==> config.mk <==
export PLATFORM = sky130hd
export DESIGN_NAME = data_memory_arbiter
export DESIGN_NICKNAME = d
export VERILOG_FILES = /design/src/rtl/data_memory_arbiter.sv
export SDC_FILE = /design/constraint.sdc
export NUM_CORES = 1
export LEC_CHECK = 0
export BUFFER_PORTS_ARGS = -buffer_cell sky130_fd_sc_hd__buf_2
export CELL_PAD_IN_SITES_DETAIL_PLACEMENT = 0
export CELL_PAD_IN_SITES_GLOBAL_PLACEMENT = 1
export CORE_ASPECT_RATIO = 1.5
export CORE_MARGIN = 3
export CORE_UTILIZATION = 29
export DETAILED_ROUTE_END_ITERATION = 8
export PLACE_DENSITY = 0.84
export SETUP_SLACK_MARGIN = 0.1
export SLEW_MARGIN = 20
export SYNTH_ARGS = -nofsm -noshare
export SYNTH_HDL_FRONTEND = slang
export SYNTH_SLANG_ARGS = --single-unit
==> constraint.sdc <==
create_clock -name clock -period 7.6 [get_ports clock]
set_clock_uncertainty 0.1 [all_clocks]
set_input_delay 0.38 -clock clock [delete_from_list [all_inputs] [get_ports clock]]
set_output_delay 0.38 -clock clock [all_outputs]
set_load 0.03 [all_outputs]
==> src/rtl/data_memory_arbiter.sv <==
// ============================================================================
// Module   : data_memory_arbiter
// Purpose  : Two-port (CPU / DMA) arbiter in front of a single-port data
//            memory, with DMA anti-starvation and bounded DMA bursts.
// Revision : 1.0 - initial release
// ============================================================================
`default_nettype none

module data_memory_arbiter #(
  parameter int STARVE_LIMIT = 4,
  parameter int MAX_BURST    = 8
) (
  input  logic        clock,
  input  logic        reset,
  input  logic        cpuReqValid,
  output logic        cpuReqReady,
  input  logic [31:0] cpuAddress,
  input  logic [2:0]  cpuExtractExtend,
  input  logic [1:0]  cpuWriteType,
  input  logic [31:0] cpuWriteData,
  output logic        cpuRspValid,
  output logic [31:0] cpuRspData,
  input  logic        dmaReqValid,
  output logic        dmaReqReady,
  input  logic [31:0] dmaAddress,
  input  logic [2:0]  dmaExtractExtend,
  input  logic [1:0]  dmaWriteType,
  input  logic [31:0] dmaWriteData,
  input  logic        dmaReqLock,
  output logic        dmaRspValid,
  output logic [31:0] dmaRspData,
  output logic [31:0] dmAddress,
  output logic [2:0]  dmExtractExtend,
  output logic [1:0]  dmWriteType,
  output logic [31:0] dmWriteData,
  input  logic [31:0] dmReadData
);

  localparam logic [0:0] ST_ARB       = 1'b0;
  localparam logic [0:0] ST_DMA_BURST = 1'b1;

  localparam logic [3:0] STARVE_MAX = 4'(STARVE_LIMIT);
  localparam logic [7:0] BURST_MAX  = 8'(MAX_BURST);

  logic [0:0] state;
  logic [0:0] state_next;
  logic [3:0] starve_count;
  logic [3:0] starve_next;
  logic [7:0] burst_count;
  logic [7:0] burst_next;
  logic       cpu_priority;
  logic       cpu_priority_next;
  logic       grant_cpu;
  logic       grant_dma;

  always_ff @(posedge clock or posedge reset) begin
    if (reset) begin
      state        <= ST_ARB;
      starve_count <= 4'd0;
      burst_count  <= 8'd0;
      cpu_priority <= 1'b0;
    end else begin
      state        <= state_next;
      starve_count <= starve_next;
      burst_count  <= burst_next;
      cpu_priority <= cpu_priority_next;
    end
  end

  always_comb begin
    state_next        = state;
    burst_next        = burst_count;
    cpu_priority_next = cpu_priority;

    if (!dmaReqValid || grant_dma) begin
      starve_next = 4'd0;
    end else if (starve_count < STARVE_MAX) begin
      starve_next = starve_count + 4'd1;
    end else begin
      starve_next = starve_count;
    end

    case (state)
      ST_ARB: begin
        // The CPU-priority slot after a capped burst lasts one ARB cycle only.
        cpu_priority_next = 1'b0;
        if (grant_dma && dmaReqLock) begin
          if (BURST_MAX == 8'd1) begin
            cpu_priority_next = 1'b1;
          end else begin
            state_next = ST_DMA_BURST;
            burst_next = 8'd1;
          end
        end
      end
      ST_DMA_BURST: begin
        if (!dmaReqValid || !dmaReqLock) begin
          state_next = ST_ARB;
          burst_next = 8'd0;
        end else if (burst_count + 8'd1 == BURST_MAX) begin
          state_next        = ST_ARB;
          burst_next        = 8'd0;
          cpu_priority_next = 1'b1;
        end else begin
          burst_next = burst_count + 8'd1;
        end
      end
      default: begin
        state_next = ST_ARB;
        burst_next = 8'd0;
      end
    endcase
  end

  always_comb begin
    grant_cpu = 1'b0;
    grant_dma = 1'b0;
    if (!reset) begin
      case (state)
        ST_ARB: begin
          if (cpuReqValid &&
              (cpu_priority || !(dmaReqValid && starve_count == STARVE_MAX))) begin
            grant_cpu = 1'b1;
          end else if (dmaReqValid) begin
            grant_dma = 1'b1;
          end
        end
        ST_DMA_BURST: grant_dma = dmaReqValid;
        default: begin
          grant_cpu = 1'b0;
          grant_dma = 1'b0;
        end
      endcase
    end

    cpuReqReady = grant_cpu;
    dmaReqReady = grant_dma;

    if (grant_cpu) begin
      dmAddress       = cpuAddress;
      dmExtractExtend = cpuExtractExtend;
      dmWriteType     = cpuWriteType;
      dmWriteData     = cpuWriteData;
    end else if (grant_dma) begin
      dmAddress       = dmaAddress;
      dmExtractExtend = dmaExtractExtend;
      dmWriteType     = dmaWriteType;
      dmWriteData     = dmaWriteData;
    end else begin
      dmAddress       = 32'd0;
      dmExtractExtend = 3'd0;
      dmWriteType     = 2'd0;
      dmWriteData     = 32'd0;
    end
  end

  // Read data is captured at the same edge that commits any store of the grant.
  always_ff @(posedge clock or posedge reset) begin
    if (reset) begin
      cpuRspValid <= 1'b0;
      cpuRspData  <= 32'd0;
      dmaRspValid <= 1'b0;
      dmaRspData  <= 32'd0;
    end else begin
      cpuRspValid <= grant_cpu;
      dmaRspValid <= grant_dma;
      if (grant_cpu) begin
        cpuRspData <= (cpuWriteType == 2'd0) ? dmReadData : 32'd0;
      end
      if (grant_dma) begin
        dmaRspData <= (dmaWriteType == 2'd0) ? dmReadData : 32'd0;
      end
    end
  end

endmodule

`default_nettype wire

==> results.cfg, run 1 <==
[run_status]
outcome = finished clean

[sta]
slew_headroom_pct = 36.6
slew_violations = 0
finalHoldViolations = 0
fmax_mhz = 283
rsz0062_at_grt = false
period_share_pct = 46.5
fin_setup_tns_ns = 0
tightest_slew_ns = 0.951
worst_slack_ns = 4.06
setup_viol = 0
post-route-min-period_ns = 3.54

[worst_setup_path]
worstPathMaxFanout = 52
cp-end-kind = output port
cp.arrival_ns = 3.06
startpoint_type = flop
cp_data_required_time_ns = 7.12
criticalPathCategory = flop to output port

[yosys]
synth-simple-area-share_pct = 24.3
synth_top_area_share_pct = 49.2
synth_top_family_by_area = simple AND/OR/NAND/NOR gates
syn-num-nets = 632
synth_seq_cells = 80
yosysTopAreaCell = dfrtp_1
synth_compound_area_share_pct = 18.7
netlist_area_sq_um = 4070
synth.distinct_cells = 32
netlist_instances = 454
async_flop_share_pct = 100
synth.avg_cell_area_sq_um = 8.96
synth_ff_type = dfrtp_1
synth_xor_xnor_area_share_pct = 0.431
synth_mux_area_share_pct = 0
synth_warnings = 0
netlist_top_cells_area = dfrtp_1, a22o_1, nand2_1
yosysSeqAreaShare_pct = 49.2
synth_fa_ha_area_share_pct = 0.923
synth_edf_count = 0

[place]
place_area_sq_um = 5660
routabilityCongestion = 0.899
place_ws_ns = 4.03
placed_cells_incl_taps = 896
io_buffer_count = 311
hpwl_um = 16100

[grt]
met3_usage_pct = 15.6
grt_use_total_pct = 25.3
grt_overflow = 0
first_global_vias = 4429
grt_use_met1_pct = 26.4
grt_start_max_net_pins = 94
grt_pass1_wl_um = 27900
grt_use_met2_pct = 42.0
grt_busiest_layer = met2
antenna_found_initial = 26

[floorplanning]
die_w_um = 103
rows = 52
ioPinCount = 312
core_region_area_sq_um = 13600
die_area_sq_um = 15500
start_util_pct = 29.9
die_y_um = 151

[cts]
cts_resized = 0
cts_tree = yes
clock-sinks = 80
clockBufferDepth = 2
clock_latency_ns = 0.34
clk_pin_slew_ns = 0.07
holdBufCountCts = 0
post-cts-setup-buffer-count = 0
cts-root-buf = clkbuf_16
cts_made_buffers = 9
h-tree-depth = 3

[finish]
utilization_pct = 44.0
drive_gt1_share_pct = 45.5
nets = 923
design_area_sq_um = 5980
finalNonFillerCells = 926
syn_to_final_growth_pct = 46.9

[route]
first_iter_violations = 226
postRouteAntennaNets = 0
via_per_inst = 5.07
firstDrtPassIters = 7
drc = 0
routedWlPerCell_um = 21.5
via_count = 4695
routed_wl_um = 19900

[power]
power.leakage_nw = 3.59
ir_drop_mv = 0.0851
powerDensity_nw_per_um2 = 209

[worst_hold_path]
hold_class = input port to asynchronous set/reset pin

[job]
drv_cap = 0
-- final timing paths --
path | from | endpoint | slack, ns | cells past startpoint
worst max-delay path | starve_count[0]$_DFFE_PP0P_ | dmAddress[8] | 4.06 | 9
worst min-delay path | reset | dmaRspData[31]$_DFFE_PP0N_ | 0.03 | 2
worst max register to register | starve_count[0]$_DFFE_PP0P_ | cpuRspData[29]$_DFFE_PP0P_ | 4.82 | 9
worst min register to register | dmaRspData[4]$_DFFE_PP0N_ | dmaRspData[4]$_DFFE_PP0N_ | 0.36 | 2
max in group asynchronous | reset | cpu_priority$_DFFE_PP0P_ | 6.33 | 3
min in group clock | dmReadData[10] | dmaRspData[10]$_DFFE_PP0N_ | 0.18 | 3
-- cell families (layout without fill, tap and decap cells) --
family | Yosys count | count (layout)
compound gates | 94 | 94
fa+ha+maj | 3 | 3
other cells | 0 | 14
xor+xnor | 2 | 2
simple gates | 229 | 229
buf+inv | 46 | 342
flops | 80 | 80
-- final cells by class --
type / count / area, sq um
tap: 162 / 203
timing repair buffer: 318 / 1610
fill: 1435 / 7620
sequential: 80 / 2000
multi-input combinational: 328 / 1810
clock inverter: 7 / 62.6
clock buffer: 9 / 225
inverter: 8 / 33.8
antenna: 14 / 35.0
-- layer usage --
layer / vias to the layer above / wire length, um / part of all wire [%]
met5: - / 154 / 0.77
met4: 26 / 444 / 2.2
met3: 42 / 2940 / 15
met2: 251 / 9590 / 48
met1: 2177 / 6780 / 34
li1: 2199 / - / -
-- cells in the final DEF (no fill, tap or decap), types with 3 or more instances in the layout --
master,n
o21ai_0,11
nand3_1,68
a22o_1,70
nand2b_1,3
clkinv_2,4
diode_2,14
nor2_1,9
buf_4,7
a21oi_1,3
dfrtp_1,80
nand4_1,3
ha_1,3
buf_2,311
nand2_1,135
a31oi_1,3
clkbuf_16,9
inv_1,5
and3_1,3
-- cell usage after synthesis (all sizes together) (2+ instances only) --
master    n
xnor2     2
nor2     11
a21oi     3
and3      3
a22o     70
nand2b    3
ha        3
nand4     3
clkbuf   13
buf      25
dfrtp    80
a31oi     3
nand3    69
inv       8
or3       2
nand2   135
o21ai    13
-- where the power goes --
group          total (mW)  internal [mW]  switching (mW)
clock network       0.420          0.229           0.191
registers           0.485          0.462          0.0231
logic               0.343          0.109           0.234
-- stage by stage --
stage	hold WS, ns	total power [mW]
5_1_grt	0.0868	1.31
3_3_place_gp	0.345	0.837
6_report	0.0344	1.25
3_5_place_dp	0.351	0.839
2_1_floorplan	0.341	0.703
4_1_cts	0.0542	1.26
-- flip-flops by register name, indices dropped and copies added, names as in the netlist --
register      count
dmaRspValid       1
cpuRspValid       1
burst_count       8
cpuRspData       32
starve_count      4
state             1
cpu_priority      1
dmaRspData       32
-- worst max-delay path, cell delays in order (launching register included) --
cell      delay [ns]
dfrtp_1         0.41
inv_1           0.07
ha_1            0.13
nand4b_1        0.10
o21ai_2         0.18
nand2b_1        0.17
clkinv_2        0.63
buf_4           0.57
a22o_1          0.25
buf_2           0.17
Power figures use the tool's default switching activity.
==> run 2, diff against run 1 <==
Settings changed: CORE_UTILIZATION 29 to 25, PLACE_DENSITY 0.84 to 0.77.
Clock period 7.6 ns to 3.1 ns, I/O delays scaled along.
==> run 2 against run 1 <==
  * Non-clock buffer count up 36
  * Final area up 7.3%
  * Power rose to 2.6 times the previous value
  * Via count up 1.3%
  * Count of clock-buffer cells in the layout up 1
  * Sequential cell count unchanged
==> results.cfg, run 2 (synthesis gave the netlist of run 1 again) <==
[floorplanning]
die_y_um = 162
die_w_um = 110
ioPinCount = 312
core_region_area_sq_um = 15800
rows = 56
die_area_sq_um = 17900
start_util_pct = 25.8

[power]
powerDensity_nw_per_um2 = 502
power.leakage_nw = 3.75
ir_drop_mv = 0.206

[worst_hold_path]
hold_class = input port to flop

[route]
via_count = 4757
first_iter_violations = 272
routed_wl_um = 20200
via_per_inst = 4.80
firstDrtPassIters = 4
drc = 0
postRouteAntennaNets = 0
routedWlPerCell_um = 20.4

[grt]
grt_overflow = 0
grt_start_max_net_pins = 104
first_global_vias = 4795
antenna_found_initial = 18
grt_use_total_pct = 22.3
grt_pass1_wl_um = 29000

[worst_setup_path]
cp-end-kind = output port
worstPathMaxFanout = 29
max_stage_delay_ns = 0.41
slowest_stage = dfrtp_1
cp_data_required_time_ns = 2.84
criticalPathCategory = flop to output port
startpoint_type = flop
crit_chain = inv_1 -> ha_1 -> nand4b_1 -> o21ai_2 -> nand3_2 -> clkinv_2 -> buf_4 -> a22o_1 -> buf_2
cp.arrival_ns = 2.36

[cts]
cts_resized = 0
clock-sinks = 80
clock_latency_ns = 0.33
cts_tree = yes
h-tree-depth = 3
clk_pin_slew_ns = 0.06
clockBufferDepth = 2
cts-root-buf = clkbuf_16
cts_made_buffers = 9

[finish]
nets = 959
drive_gt1_share_pct = 43.7
layout_commonest_cell = buf_2
layout_common_cells = buf_2, nand2_1, dfrtp_1, a22o_1, nand3_1
seq_area_sq_um = 2000
nFillCells = 1643
multi_input_area_sq_um = 1810
reg.largest.list = cpuRspData x32, dmaRspData x32, burst_count x8
syn_to_final_growth_pct = 57.7

[sta]
setup_viol = 0
fmax_mhz = 382
rsz0062_at_grt = false
post-route-min-period_ns = 2.62
fin_setup_tns_ns = 0
hold_ws_ns = 0.0518
tightest_slew_ns = 0.799
period_share_pct = 84.4
slew_violations = 0
slew_headroom_pct = 46.7
finalHoldViolations = 0

[place]
routabilityCongestion = 0.838
io_buffer_count = 311
hpwl_um = 16100

[run_status]
outcome = finished clean

[job]
drv_cap = 0
## run 2: cell types whose count changed in the layout (fill, tap and decap cells not counted), sizes merged
cell / before / now
clkinv: 6 / 4
dlygate4sd3: 0 / 33
clkinvlp: 0 / 2
bufinv: 0 / 2
buf: 318 / 321
diode: 14 / 3
clkbuf: 9 / 10
inv: 9 / 5
## run 2: critical path, delay by kind of cell (launching register included)
family / cells / cell delay [ns]
flops: 1 / 0.41
compound gates: 2 / 0.36
fa+ha+maj: 1 / 0.13
simple gates: 2 / 0.20
buf+inv: 4 / 0.91
## run 2: routing by layer
metal  vias up  track usage [%]  share of wire (%)
met3        47             10.1                 12
met2       258             39.2                 50
met4        22             5.83                2.3
met1      2178             24.1                 35
li1       2252                -                  -
met5         -                0               0.74
## run 2: worst paths after layout
path / from / end / slack (ns) / cells after the start
worst min-delay path: dmaReqLock / state$_DFF_PP0_ / 0.05 / 3
worst max-delay path: starve_count[0]$_DFFE_PP0P_ / dmWriteData[11] / 0.48 / 9
worst min register to register: cpuRspData[14]$_DFFE_PP0P_ / cpuRspData[14]$_DFFE_PP0P_ / 0.36 / 2
min in group asynchronous: reset / starve_count[0]$_DFFE_PP0P_ / 0.20 / 3
worst max register to register: starve_count[0]$_DFFE_PP0P_ / dmaRspData[23]$_DFFE_PP0N_ / 0.92 / 10
max in group asynchronous: reset / cpuRspData[15]$_DFFE_PP0P_ / 1.89 / 4
## run 2: metrics by stage
step	cell area, sq um	util, %	total power, mW	instances	worst slack (ns)
floorplan	4070	-	1.72	454	0.389
global placement	5760	36.5	2.06	940	0.834
detailed placement	5760	36.5	2.07	940	0.816
CTS	6410	40.6	3.26	988	0.455
global route	6410	40.7	3.37	989	0.213
finish	6410	40.7	3.22	991	0.483
## run 2: cell type report
class	instances	share of cell area (%)
inverter	8	0.566
clock inverter	5	1.27
timing repair buffer	354	31.0
antenna	3	0.117
multi-input combinational	328	28.2
clock buffer	10	3.73
tap	203	3.96
sequential	80	31.2
## run 2: power by group
group / leakage (nW) / internal, mW / switching, mW / total [mW]
logic: 2.52 / 0.301 / 0.585 / 0.885
registers: 1.08 / 1.13 / 0.0541 / 1.19
clock network: 0.155 / 0.723 / 0.427 / 1.15
total: 3.75 / 2.16 / 1.07 / 3.22
## run 2: repair_timing
action                                 in CTS  in global routing
hold buffers                               33                  0
setup buffers                               0                  0
endpoints found under the hold margin      96                  0
==> run 3, diff against run 2 <==
Clock period 3.1 ns to 2.3 ns, I/O delays scaled along.
==> run 3 against run 2 <==
  * Wire length is 4.5% higher
  * Largest cell class is now buffers
  * Critical path type unchanged
  * Die area did not move
  * Global-route usage up 1.2 points
  * Power increased by 41%
  * First-iteration DRC count decreased by 22%
  * Cell count grew 3.2%
  * Utilization rose by 11 points
  * Via count is 3.4% higher
  * Highest routed layer unchanged
==> results.cfg, run 3 (synthesis gave the netlist of run 1 again) <==
[sta]
fin_setup_tns_ns = 0
post-route-min-period_ns = 2.28
slew_violations = 0
finalHoldViolations = 0
tightest_slew_ns = 0.621
worst_slack_ns = 0.0152
period_share_pct = 99.3
setup_viol = 0
rsz0062_at_grt = true
slew_headroom_pct = 58.6
fmax_mhz = 438

[cts]
clock_latency_ns = 0.33
h-tree-depth = 3
cts_made_buffers = 9
cts-root-buf = clkbuf_16
cts_tree = yes
clk_pin_slew_ns = 0.07
clockBufferDepth = 2
clock-sinks = 80

[floorplanning]
die_y_um = 162
ioPinCount = 312
core_region_area_sq_um = 15800
die_w_um = 110
start_util_pct = 25.8
rows = 56
die_area_sq_um = 17900

[worst_setup_path]
cp-end-kind = output port
worstPathMaxFanout = 8
r2r-start = starve_count[0]$_DFFE_PP0P_
cp_data_required_time_ns = 2.09
startpoint = starve_count[0]$_DFFE_PP0P_
criticalPathCategory = flop to output port
cp.arrival_ns = 2.07
startpoint_type = flop

[power]
ir_drop_mv = 0.381
powerDensity_nw_per_um2 = 564
power_frac_seq_pct = 35.1
p_clk_share_pct = 30.0
p_sw_mw = 1.58
internal-power_mw = 2.98
power.leakage_nw = 4.42
switching_share_pct = 34.7
pwr-share-comb_pct = 34.8

[place]
placed_cells_incl_taps = 949
io_buffer_count = 311
hpwl_um = 15900
place_ws_ns = 0.235
routabilityCongestion = 0.892

[finish]
drive_gt1_share_pct = 58.0
finalNonFillerCells = 1023
layout_commonest_cell = buf_2
layout_common_cells = buf_2, nand2_1, dfrtp_1, buf_6, a22o_4
multi_input_area_sq_um = 2570
nFillCells = 1474
syn_to_final_growth_pct = 98.6
seq_area_sq_um = 2000
reg.largest.list = cpuRspData x32, dmaRspData x32, burst_count x8
nets = 988

[route]
wl_met2_um = 10700
via_per_inst = 4.81
maxUsedRoutingLayer = met5
first_iter_violations = 212
routed_wl_um = 21100
wl_met3_um = 2140
postRouteAntennaNets = 0
firstDrtPassIters = 4
routedWlPerCell_um = 20.6
via_count = 4918
drc = 0
drt-met1-wl_um = 7630

[grt]
grt_start_max_net_pins = 49
first_global_vias = 5246
grt_use_total_pct = 23.5
antenna_found_initial = 12
grt_overflow = 0
grt_pass1_wl_um = 31100

[worst_hold_path]
hold_class = input port to flop
worstHoldStart = dmaReqLock

[job]
drv_cap = 0

[run_status]
outcome = finished clean
run 3: changes by cell type in the layout (fill, tap and decap cells not counted), moves of 3 or more:
cell and delta:
a22o_1 -69, a22o_4 +67, buf_16 +8, buf_2 -71
buf_4 +15, buf_6 +70, clkbuf_16 +3, nand3_1 -29
nand3_2 +28
run 3: worst paths after layout:
path,end,slack (ns),cells past startpoint
hold reg to reg,cpuRspData[25]$_DFFE_PP0P_,0.36,2
hold / removal,state$_DFF_PP0_,0.04,3
max in group asynchronous,burst_count[3]$_DFFE_PP0P_,1.04,4
setup reg to reg,dmaRspData[30]$_DFFE_PP0N_,0.25,12
min in group asynchronous,starve_count[0]$_DFFE_PP0P_,0.19,3
setup / recovery,dmWriteData[6],0.02,10
run 3: worst max-delay path, cell delays in order, from the launching register on:
cell and delay, ns:
dfrtp_1 0.38, inv_1 0.06, ha_2 0.15, nand4b_1 0.10, o21ai_2 0.15, nand2b_4 0.20, inv_12 0.07, buf_12 0.14
buf_16 0.14, a22o_4 0.22, buf_6 0.13
run 3: power by group through the flow:
stage / registers (mW) / clock network [mW] / logic (mW)
after global placement: 1.63 / 0 / 1.31
after floorplan: 1.83 / 0 / 0.620
after detailed placement: 1.63 / 0 / 1.32
after CTS: 1.60 / 1.40 / 1.56
after global routing: 1.62 / 1.46 / 1.69
final: 1.60 / 1.37 / 1.59
run 3: final cells by class:
cell class | count | area share (%)
inverters | 8 | 0.728
repair buffers | 383 | 35.9
clock inverters | 5 | 0.480
well taps | 203 | 3.14
multi-input cells | 328 | 31.8
diodes | 5 | 0.155
clock buffers | 11 | 3.00
flip-flops and latches | 80 | 24.8
run 3: layer usage:
metal / vias to the layer above / track usage, %
met2: 251 / 39.9
met3: 46 / 8.99
met4: 18 / 8.01
li1: 2332 / -
met5: - / 0
met1: 2271 / 26.7
run 3: through the flow:
step	hold slack [ns]	util (%)	power, mW	instance area, sq um
floorplan	0.139	-	2.45	4830
global placement	-0.0386	41.7	2.94	6570
detailed placement	-0.0444	41.7	2.95	6570
CTS	0.0219	50.1	4.57	7910
global route	0.0445	51.2	4.76	8070
finish	0.0410	51.3	4.56	8080
run 3: what timing repair did:
action | in CTS | in global routing
gates resized for setup | 153 | 20
endpoints found under the setup margin | 71 | 81
endpoints found under the hold margin | 95 | 0
hold buffers | 33 | 0
buffers inserted | 10 | 2
pin swaps | 16 | 1
gates cloned | 5 | 3
